===== src/rtl/rgu_param.sv =====
// ---------------------------------------------------------------------------
// rgu_param - request generation unit for one mesh-router input port.
//
// Captures the destination address of a packet header on rqs_strobe and
// turns it into a one-hot output-port request using dimension-ordered
// routing (XY or YX) against this router's own coordinates. The request is
// held toward the output arbiter until arb_ack. A header that arrives
// together with arb_ack is accepted back-to-back; a header that arrives
// while a request is still waiting is dropped and flagged on rqs_overrun.
//
// Optional feature (compile-time macro RGU_ADAPTIVE_EN):
//   While waiting for arb_ack, the route is re-evaluated every cycle. When
//   both dimensions are productive and the dimension-order port is not
//   free but the other productive port is, the other port is requested.
//   Without the macro, port_free is ignored and the vector is fixed when
//   the header is latched.
//
// Parameters:
//   X_WIDTH, Y_WIDTH   coordinate widths inside addr
//   LOCAL_X, LOCAL_Y   this router's coordinates
//   ROUTE_MODE         0 = XY order, 1 = YX order
//
// Ports:
//   clk          clock, all state on rising edge
//   rst          asynchronous active-low reset
//   rqs_strobe   header valid; addr sampled this cycle
//   addr         destination, [X_WIDTH-1:0] = X, upper Y_WIDTH bits = Y
//   arb_ack      arbiter grant for the current request
//   port_free    per-direction availability {S,N,W,E} (adaptive only)
//   rqs_vector   one-hot request {S,N,W,E,local}
//   busy         request outstanding
//   rqs_overrun  one-cycle pulse: header dropped while busy
// ---------------------------------------------------------------------------
module rgu_param #(
  parameter int X_WIDTH    = 4,
  parameter int Y_WIDTH    = 4,
  parameter int LOCAL_X    = 0,
  parameter int LOCAL_Y    = 0,
  parameter int ROUTE_MODE = 0
) (
  input  logic                       clk,
  input  logic                       rst,
  input  logic                       rqs_strobe,
  input  logic [X_WIDTH+Y_WIDTH-1:0] addr,
  input  logic                       arb_ack,
  input  logic [3:0]                 port_free,
  output logic [4:0]                 rqs_vector,
  output logic                       busy,
  output logic                       rqs_overrun
);

  localparam int AW = X_WIDTH + Y_WIDTH;
  localparam logic [X_WIDTH-1:0] LX = X_WIDTH'(LOCAL_X);
  localparam logic [Y_WIDTH-1:0] LY = Y_WIDTH'(LOCAL_Y);

  localparam logic [4:0] P_LOCAL = 5'b00001;
  localparam logic [4:0] P_E     = 5'b00010;
  localparam logic [4:0] P_W     = 5'b00100;
  localparam logic [4:0] P_N     = 5'b01000;
  localparam logic [4:0] P_S     = 5'b10000;

  typedef enum logic {IDLE = 1'b0, REQ = 1'b1} state_t;

  // Dimension-order route: the port a plain XY/YX router would pick.
  function automatic logic [4:0] route_dor(input logic [AW-1:0] a);
    logic [X_WIDTH-1:0] x;
    logic [Y_WIDTH-1:0] y;
    logic [4:0]         xp;
    logic [4:0]         yp;
    x  = a[X_WIDTH-1:0];
    y  = a[AW-1:X_WIDTH];
    xp = (x > LX) ? P_E : P_W;
    yp = (y > LY) ? P_N : P_S;
    if ((x == LX) && (y == LY))
      route_dor = P_LOCAL;
    else if (ROUTE_MODE == 0)
      route_dor = (x != LX) ? xp : yp;
    else
      route_dor = (y != LY) ? yp : xp;
  endfunction

`ifdef RGU_ADAPTIVE_EN
  // Minimal-adaptive route: only ever swaps between the two productive
  // ports, and only when that moves from a blocked port to a free one.
  function automatic logic [4:0] route_adapt(input logic [AW-1:0] a,
                                             input logic [3:0]    pf);
    logic [X_WIDTH-1:0] x;
    logic [Y_WIDTH-1:0] y;
    logic [4:0]         xp;
    logic [4:0]         yp;
    logic [4:0]         dor;
    logic [4:0]         alt;
    x   = a[X_WIDTH-1:0];
    y   = a[AW-1:X_WIDTH];
    xp  = (x > LX) ? P_E : P_W;
    yp  = (y > LY) ? P_N : P_S;
    dor = route_dor(a);
    alt = (ROUTE_MODE == 0) ? yp : xp;
    // Vector bits [4:1] line up with port_free {S,N,W,E}.
    if ((x != LX) && (y != LY) && ((dor[4:1] & pf) == 4'b0) &&
        ((alt[4:1] & pf) != 4'b0))
      route_adapt = alt;
    else
      route_adapt = dor;
  endfunction
`endif

  state_t          r_state;
  state_t          w_state_nxt;
  logic [AW-1:0]   r_addr;
  logic [AW-1:0]   w_addr_nxt;
  logic            r_overrun;
  logic            w_overrun_nxt;

`ifdef RGU_ADAPTIVE_EN
  logic [4:0]      r_vec;
  logic [4:0]      w_vec_nxt;
`else
  logic            w_unused_port_free;
  assign w_unused_port_free = ^port_free;
`endif

  always_comb begin
    w_state_nxt   = r_state;
    w_addr_nxt    = r_addr;
    w_overrun_nxt = 1'b0;
`ifdef RGU_ADAPTIVE_EN
    w_vec_nxt     = r_vec;
`endif
    case (r_state)
      IDLE: begin
        if (rqs_strobe) begin
          w_state_nxt = REQ;
          w_addr_nxt  = addr;
`ifdef RGU_ADAPTIVE_EN
          w_vec_nxt   = route_adapt(addr, port_free);
`endif
        end
      end
      REQ: begin
        if (arb_ack) begin
          if (rqs_strobe) begin
            // Back-to-back: the grant retires the old request and the new
            // header takes its place without passing through IDLE.
            w_addr_nxt = addr;
`ifdef RGU_ADAPTIVE_EN
            w_vec_nxt  = route_adapt(addr, port_free);
`endif
          end else begin
            w_state_nxt = IDLE;
`ifdef RGU_ADAPTIVE_EN
            w_vec_nxt   = 5'b0;
`endif
          end
        end else begin
          w_overrun_nxt = rqs_strobe;
`ifdef RGU_ADAPTIVE_EN
          w_vec_nxt     = route_adapt(r_addr, port_free);
`endif
        end
      end
      default: w_state_nxt = IDLE;
    endcase
  end

  always_ff @(posedge clk or negedge rst) begin
    if (!rst) begin
      r_state   <= IDLE;
      r_addr    <= '0;
      r_overrun <= 1'b0;
`ifdef RGU_ADAPTIVE_EN
      r_vec     <= 5'b0;
`endif
    end else begin
      r_state   <= w_state_nxt;
      r_addr    <= w_addr_nxt;
      r_overrun <= w_overrun_nxt;
`ifdef RGU_ADAPTIVE_EN
      r_vec     <= w_vec_nxt;
`endif
    end
  end

  assign busy        = (r_state == REQ);
  assign rqs_overrun = r_overrun;
`ifdef RGU_ADAPTIVE_EN
  assign rqs_vector  = r_vec;
`else
  // Route is a pure function of the latched address, gated by busy so the
  // vector is zero whenever no request is outstanding.
  assign rqs_vector  = busy ? route_dor(r_addr) : 5'b0;
`endif

endmodule


===== config.mk =====
export PLATFORM = sky130hd
export DESIGN_NAME = rgu_param
export DESIGN_NICKNAME = d
export VERILOG_FILES = /design/src/rtl/rgu_param.sv
export SDC_FILE = /design/constraint.sdc
export NUM_CORES = 1
export LEC_CHECK = 0
export CAP_MARGIN = 25
export CORE_AREA = 2 2 39 41
export CTS_CLUSTER_DIAMETER = 60
export DETAILED_ROUTE_END_ITERATION = 10
export DIE_AREA = 0 0 41 43
export PLACE_DENSITY = 0.67
export SYNTH_ARGS = -nofsm -noshare
export SYNTH_HDL_FRONTEND = slang
export SYNTH_SLANG_ARGS = --single-unit

===== constraint.sdc =====
create_clock -name clk -period 2.3 [get_ports clk]
set_clock_uncertainty 0.15 [all_clocks]
set_input_delay 0.69 -clock clk [delete_from_list [all_inputs] [get_ports clk]]
set_output_delay 0.69 -clock clk [all_outputs]
set_load 0.02 [all_outputs]

== Yosys cells after proc, flatten, opt, wreduce, memory -nomap -nowiden ==
Cells that the tools add are included.
W data, S select, Z words.

* Eq/ne operators: 1
* Reductions and logical operators: 4
* Bitwise logic cells: 1
* Muxes and demuxes: 13
* Magnitude comparators: 2

{| class="wikitable"
|+ Operators by type and width
! cell !! count
|-
| $mux W5 || 4
|-
| $mux W8 || 2
|-
| $pmux W8 S2 || 1
|-
| $gt A4 B1 Y1 const B || 2
|-
| $logic_not A4 Y1 || 2
|-
| $mux W1 || 4
|-
| $reduce_bool A4 Y1 || 1
|-
| $mux W3 || 1
|-
| $ne A2 B2 Y1 const B || 1
|-
| $pmux W1 S2 || 1
|-
| $logic_and A1 B1 Y1 || 1
|-
| $not A1 Y1 || 1
|}

* Word-level logic and storage cells: 24
* Register bits: 10
* Output and inout port bits: 7
* Input bits: 16

== Logic depth before layout (Yosys ltp) ==
Gate-level depths: netlist of run 1.

* Word-level depth: 5
* Mapped depth: 3
* Gate-level depth less buffers: 3

== Worst setup path before layout of run 1 ==
Ideal clock, no wire load.

* Path type: reg2out
* From: register r_addr[5]
* To: output rqs_vector[0]
* Slack: 0.289 ns
* Cell stages (with the launch flop): 3
* Buffers on the path: 0
* Arrival: 1.171 ns
* Data required time: 1.460 ns
* Cell sequence: dfrtp_1 or4_4 nor2_1

* Cells in the longest elaborated chain, start to end: 4

{| class="wikitable"
|+ Ends and longest elaborated chain
! what !! RTL line !! text
|-
| start: declaration || 110 || <nowiki>logic [AW-1:0] r_addr;</nowiki>
|-
| start signal: assignment || 176 || <nowiki>r_addr <= w_addr_nxt;</nowiki>
|-
| $logic_not A4 Y1 || 74 || <nowiki>if ((x == LX) && (y == LY))</nowiki>
|-
| $logic_and A1 B1 Y1 || 74 ||
|-
| $mux W5 || 74 ||
|-
| $mux W5 || 191 || <nowiki>assign rqs_vector = busy ? route_dor(r_addr) : 5'b0;</nowiki>
|-
| end: declaration || 47 || <nowiki>output logic [4:0] rqs_vector,</nowiki>
|}

No other way between the ends.

== Final worst setup path of run 1 ==
* From: register r_addr[6]
* To: output rqs_vector[3]

* Cells in the longest elaborated chain, start to end: 5
* Elaborated cells on any way between the ends: 7
* Those cells by class: 1 x order compare; 4 x mux; 2 x reduce/logical

{| class="wikitable"
|+ Ends and longest elaborated chain
! what !! RTL line !! text
|-
| $gt A4 B1 Y1 || 73 || <nowiki>yp = (y > LY) ? P_N : P_S;</nowiki>
|-
| $mux W5 || 73 ||
|-
| $mux W5 || 77 || <nowiki>route_dor = (x != LX) ? xp : yp;</nowiki>
|-
| $mux W5 * || 74 ||
|-
| $mux W5 * || 191 ||
|}

Mark *: on every way between the ends. The rest lies on a longest branch, timed or not.

==> reports/qor.txt, run 1 <==
vias in the first global route = 296
max-cap violations = 0
Seq cells post-synth = 10
Tcrit/Tclk final = 101%
RSZ-0062 raised after global routing = true
required time of the critical path = 1460 ps
# fillers = 143
# setup viols final = 1
peak supply drop = 0.000235 V
via count = 298
Worst EP arrival = 1480 ps
FMAX = 431 MHz
most frequent cells in the layout = 13 x clkdlybuf4s50_1, 10 x dfrtp_1, 8 x mux2_2
worst hold start = r_addr[2]$_DFFE_PN0P_
global-route wire length before repair = 1170 um
GRT Total Usage = 10.7%
DRC errors left = 0
CP startpoint = r_addr[6]$_DFFE_PN0P_
Psw = 0.0000964 W
Detail Route Antenna Nets = 0
# IOs = 23
switching share of total power = 23.7%
Die Footprint = 1760 um^2
final setup TNS = -19.5 ps
layout cells sized above 1 = 34.6%
core area = 1380 um^2
diodes inserted = 0
Placed Area = 597 um^2
CTS tree = done
final setup margin = -19.5 ps
P&R area growth vs syn = 49.7%
Gate Count Post-Synth = 32
minimum clock period = 2320 ps
die height = 43 um
Yosys warnings = 0
Die X = 41 um
outcome = finished with violations
Final Hold Fails = 0
hold depth = 1
Clock Path Buffers = 2
crit path launch type = flop
fin area = 629 um^2
commonest non-fill, non-tap cell in the layout = clkdlybuf4s50_1
clock group share of total power = 28.0%
Hold Crit Endpoint = r_addr[2]$_DFFE_PN0P_
TritonRoute pass-1 iters = 3
Pleak = 0.274 nW
Buffers on Ports = 16
post-DR wirelength/cell = 10.6 um
Distinct cells, synth = 13
Hold Slack = 358 ps
worst skew pair latency = 260 ps
Iteration-0 DRC Markers = 1
Internal Pwr Total = 0.000311 W
Crit Path Max Fanout = 2
post-synthesis average cell area = 13.1 um^2
cell count of the worst reg-to-reg path = 3
initial antenna violation count = 0
register-to-register setup slack = 960 ps
final core occ = 45.5%
failing checks = negative setup slack
combinational share of power = 20.4%
clock sink count = 10
PwrDens = 648 nW/um^2
wirelength, routed = 724 um
Initial Util = 30.4%
Crit. End Element = output port
Seq/Total Area, Yosys = 59.5%
# H-tree levels = 1
clock-pin transition on the worst setup and hold timing paths = 60 ps
FF-to-FF End = r_addr[1]$_DFFE_PN0P_
row count = 14
GP Congestion = 0.566
Nets = 70
CTS root buf = clkbuf_4
post-synthesis instance area = 420 um^2
total CTS buffers = 3
Slew Limit Fails = 0
CP Class = flop to output port
Worst Hold Class = flop to flop
hold_buf cts = 0
Seq pwr share = 51.7%
Vias per Instance = 4.38
largest net degree at the start of global routing = 11
worst slack, placed = -147 ps
total global routing overflow = 0
reg2reg start = busy$_DFF_PN0_
-- critical path, stage by stage (launching register included) --
cell and delay (ps):
dfrtp_1 380, or4_4 540, and3_4 180, buf_6 120
-- flip-flops by register name, indices dropped and copies added, names as in the netlist --
name	cells
busy	1
r_addr	8
rqs_overrun	1
-- metrics by stage --
| step | instances | power (W) |
|---|---|---|
| 2_1_floorplan | 33 | 0.000255 |
| 3_3_place_gp | 64 | 0.000292 |
| 5_1_grt | 68 | 0.000434 |
| 6_report | 68 | 0.000408 |
| 4_1_cts | 67 | 0.000408 |
| 3_5_place_dp | 64 | 0.000295 |
-- how the worst max path moves through the flow --
stage	cells past startpoint	to
after floorplan	2	rqs_vector[0]
after global placement	3	rqs_vector[3]
after detailed placement	3	rqs_vector[3]
after CTS	3	rqs_vector[3]
after global routing	3	rqs_vector[3]
final	3	rqs_vector[3]
-- cell families (layout without fill, tap and decap cells) --
family	Yosys count	count (layout)	synth area share, %
buffers and inverters	3	22	4.46
DFF	10	10	59.5
muxes	8	8	21.4
other	1	2	0.892
and+or+nand+nor	10	10	13.7
-- area by class of cell --
type	count	area, um^2	area share [%]
clock buffers	3	22.5	3.58
inverters	1	3.75	0.596
multi-input cells	20	160	25.4
flip-flops and latches	10	250	39.8
well taps	16	20.0	3.18
repair buffers	18	173	27.4
-- repair_timing --
| item | CTS | global route |
|---|---|---|
| gates resized for setup | 9 | 4 |
| setup buffers | 0 | 1 |
| pin swaps | 0 | 2 |
| endpoints found under the setup margin | 3 | 2 |
-- power by group through the flow --
stage	sequential [W]	combinational (W)	clock [W]
6_report	0.000211	0.0000831	0.000114
5_1_grt	0.000213	0.0000916	0.000129
4_1_cts	0.000211	0.0000781	0.000119
3_5_place_dp	0.000214	0.0000807	0
3_3_place_gp	0.000213	0.0000793	0
2_1_floorplan	0.000213	0.0000423	0
-- layer usage --
metal | global-route usage, % | part of all wire (%)
met1 | 10.1 | 40
met2 | 15.9 | 44
met3 | 3.14 | 10
met4 | 12.0 | 5.7
met5 | 0 | 0
-- synth_stat cells (all sizes together) --
library cell / count / area share (%)
or4: 1 / 2.7
buf: 2 / 3.6
nand2: 3 / 3.3
mux2: 8 / 21
nor2b: 1 / 1.5
inv: 1 / 0.89
conb: 1 / 0.89
nand2b: 1 / 1.5
dfrtp: 10 / 60
nor4: 1 / 1.5
nor2: 2 / 1.8
and3: 1 / 1.5
Power figures use the tool's default switching activity.
==> run 2: changes to the inputs <==
- SLEW_MARGIN: unset -> 20
- clock period: 2.3 -> 2.9 ns (I/O delays scaled with it)
==> run 2 against run 1 <==
Effect of this change: the run now ends clean; routed wire length shrank 5.4%; register-to-register slack improved by 630 ps; global-route usage decreased by 0.53 points; cell count down 2.9%; flip-flop and latch count did not move; via count decreased by 1.7%; sequential power down 20%; worst setup slack improved by 240 ps; highest routed layer unchanged.
==> reports/qor.txt, run 2 (same netlist as run 1, synthesis figures left out) <==
outcome = complete, no violations (was finished with violations)
GP Congestion = 0.566 (about the same)
total global routing overflow = 0 (unchanged)
Seq pwr share = 52.6% (was 51.7%)
global-route wire length before repair = 1120 um (was 1170 um)
critical path's largest stage delay = 530 ps (was 540 ps)
setup bufs post-CTS = 0 (unchanged)
CTS tree = done (unchanged)
GRT Total Usage = 10.2% (was 10.7%)
TritonRoute pass-1 iters = 1 (was 3)
P&R area growth vs syn = 47.3% (was 49.7%)
required time of the critical path = 1880 ps (was 1460 ps)
clock-pin transition on the worst setup and hold timing paths = 60 ps (about the same)
CTS root buf = clkbuf_4 (unchanged)
RSZ-0062 raised after global routing = false (was true)
DRC errors left = 0 (unchanged)
initial antenna violation count = 0 (unchanged)
Tcrit/Tclk final = 92.3%
Worst EP arrival = 1660 ps (was 1480 ps)
Pleak = 0.284 nW (was 0.274 nW)
total CTS buffers = 3 (unchanged)
clock group share of total power = 28.3% (was 28.0%)
commonest non-fill, non-tap cell in the layout = clkdlybuf4s50_1 (unchanged)
Biggest register = r_addr (unchanged)
Vias per Instance = 4.44 (was 4.38)
Buf+Inv Stages, Crit Path = 1 (unchanged)
# IOs = 23 (unchanged)
Crit. End Element = output port (unchanged)
switching share of total power = 23.9% (was 23.7%)
Max stage delay cell, worst path = or4_4 (unchanged)
diodes inserted = 0 (unchanged)
# H-tree levels = 1 (unchanged)
Worst Hold Class = flop to flop (unchanged)
clock sink count = 10 (unchanged)
Final Hold Fails = 0 (unchanged)
Internal Pwr Total = 0.000243 W (was 0.000311 W)
Clock Path Buffers = 2 (unchanged)
CP cell instances = or4_4, and3_1, dlygate4sd2_1 (was or4_4, and3_4, buf_6)
final setup TNS = 0 ps (was -19.5 ps)
peak supply drop = 0.000154 V (was 0.000235 V)
# setup viols final = 0 (was 1)
Crit Path Max Fanout = 2 (unchanged)
layout cells sized above 1 = 28.0% (was 34.6%)
FMAX = 374 MHz
PwrDens = 516 nW/um^2 (was 648 nW/um^2)
Nets = 68 (was 70)
Die Footprint = 1760 um^2 (unchanged)
combinational share of power = 19.1% (was 20.4%)
wirelength, routed = 685 um (was 724 um)
die height = 43 um (unchanged)
via count = 293 (was 298)
core area = 1380 um^2 (unchanged)
Initial Util = 30.4% (unchanged)
Psw = 0.0000764 W (was 0.0000964 W)
worst skew pair latency = 260 ps (about the same)
vias in the first global route = 273 (was 296)
crit path launch type = flop (unchanged)
row count = 14 (unchanged)
minimum clock period = 2680 ps
Buffers on Ports = 16 (unchanged)
max FFs per register = 8 (unchanged)
max-cap violations = 0 (unchanged)
Slew Limit Fails = 0 (unchanged)
Iteration-0 DRC Markers = 0 (was 1)
CP Class = flop to output port (unchanged)
largest net degree at the start of global routing = 11 (unchanged)
delay-heaviest family, CP = simple AND/OR/NAND/NOR gates (unchanged)
final core occ = 44.8% (was 45.5%)
Die X = 41 um (unchanged)
post-DR wirelength/cell = 10.4 um (was 10.6 um)
most frequent cells in the layout = 14 x clkdlybuf4s50_1, 10 x dfrtp_1, 8 x mux2_2 (was 13 x clkdlybuf4s50_1, 10 x dfrtp_1, 8 x mux2_2)
Detail Route Antenna Nets = 0 (unchanged)
Hold Slack = 362 ps (was 358 ps)
[run 2: through the flow]
step	setup WS, ps	cell area (um^2)	total power [W]	std cells
floorplan	709	424	0.000203	33
global route	170	619	0.000341	66
detailed placement	277	589	0.000231	63
global placement	277	589	0.000230	63
CTS	0.574	617	0.000326	66
finish	223	619	0.000320	66
[run 2: worst paths after layout]
check | from | endpoint | slack (ps) | cells after the start
min | r_addr[6]$_DFFE_PN0P_ | r_addr[6]$_DFFE_PN0P_ | 360 | 1
max reg2reg | busy$_DFF_PN0_ | r_addr[2]$_DFFE_PN0P_ | 1590 | 3
max in group asynchronous | rst | rqs_overrun$_DFF_PN0_ | 1530 | 1
min in group asynchronous | rst | r_addr[4]$_DFFE_PN0P_ | 770 | 1
min reg2reg | r_addr[6]$_DFFE_PN0P_ | r_addr[6]$_DFFE_PN0P_ | 360 | 1
max | r_addr[5]$_DFFE_PN0P_ | rqs_vector[3] | 220 | 3
[run 2: metal layers]
layer  wire length, um  track usage (%)  up-vias
met4                16             12.0        0
met2               293             13.4       18
met3                77             3.14        2
li1                  -                -      140
met1               298             11.0      133
met5                 0                0        -
[run 2: area by class of cell]
class	count	area (um^2)
flip-flops and latches	10	250
fillers	142	764
clock buffers	3	22.5
repair buffers	16	161
well taps	16	20.0
inverters	1	3.75
multi-input cells	20	161
[run 2: worst register-to-register path, delay by kind of cell (launching register included)]
kind	cells	cell delay, ps
DFF	1	380
muxes	1	360
and+or+nand+nor	2	310
[run 2: repair_timing]
item / 4_1_cts / 5_1_grt
hold endpoints to repair: 0 / 0
resized for setup: 2 / 1
hold buffers: 0 / 0
endpoints found under the setup margin: 2 / 1
[run 2: power by group through the flow]
stage / clock network [W] / logic [W] / registers (W)
2_1_floorplan: 0 / 0.0000335 / 0.000169
3_3_place_gp: 0 / 0.0000614 / 0.000169
3_5_place_dp: 0 / 0.0000621 / 0.000169
4_1_cts: 0.0000953 / 0.0000622 / 0.000168
5_1_grt: 0.000104 / 0.0000672 / 0.000170
6_report: 0.0000906 / 0.0000611 / 0.000168
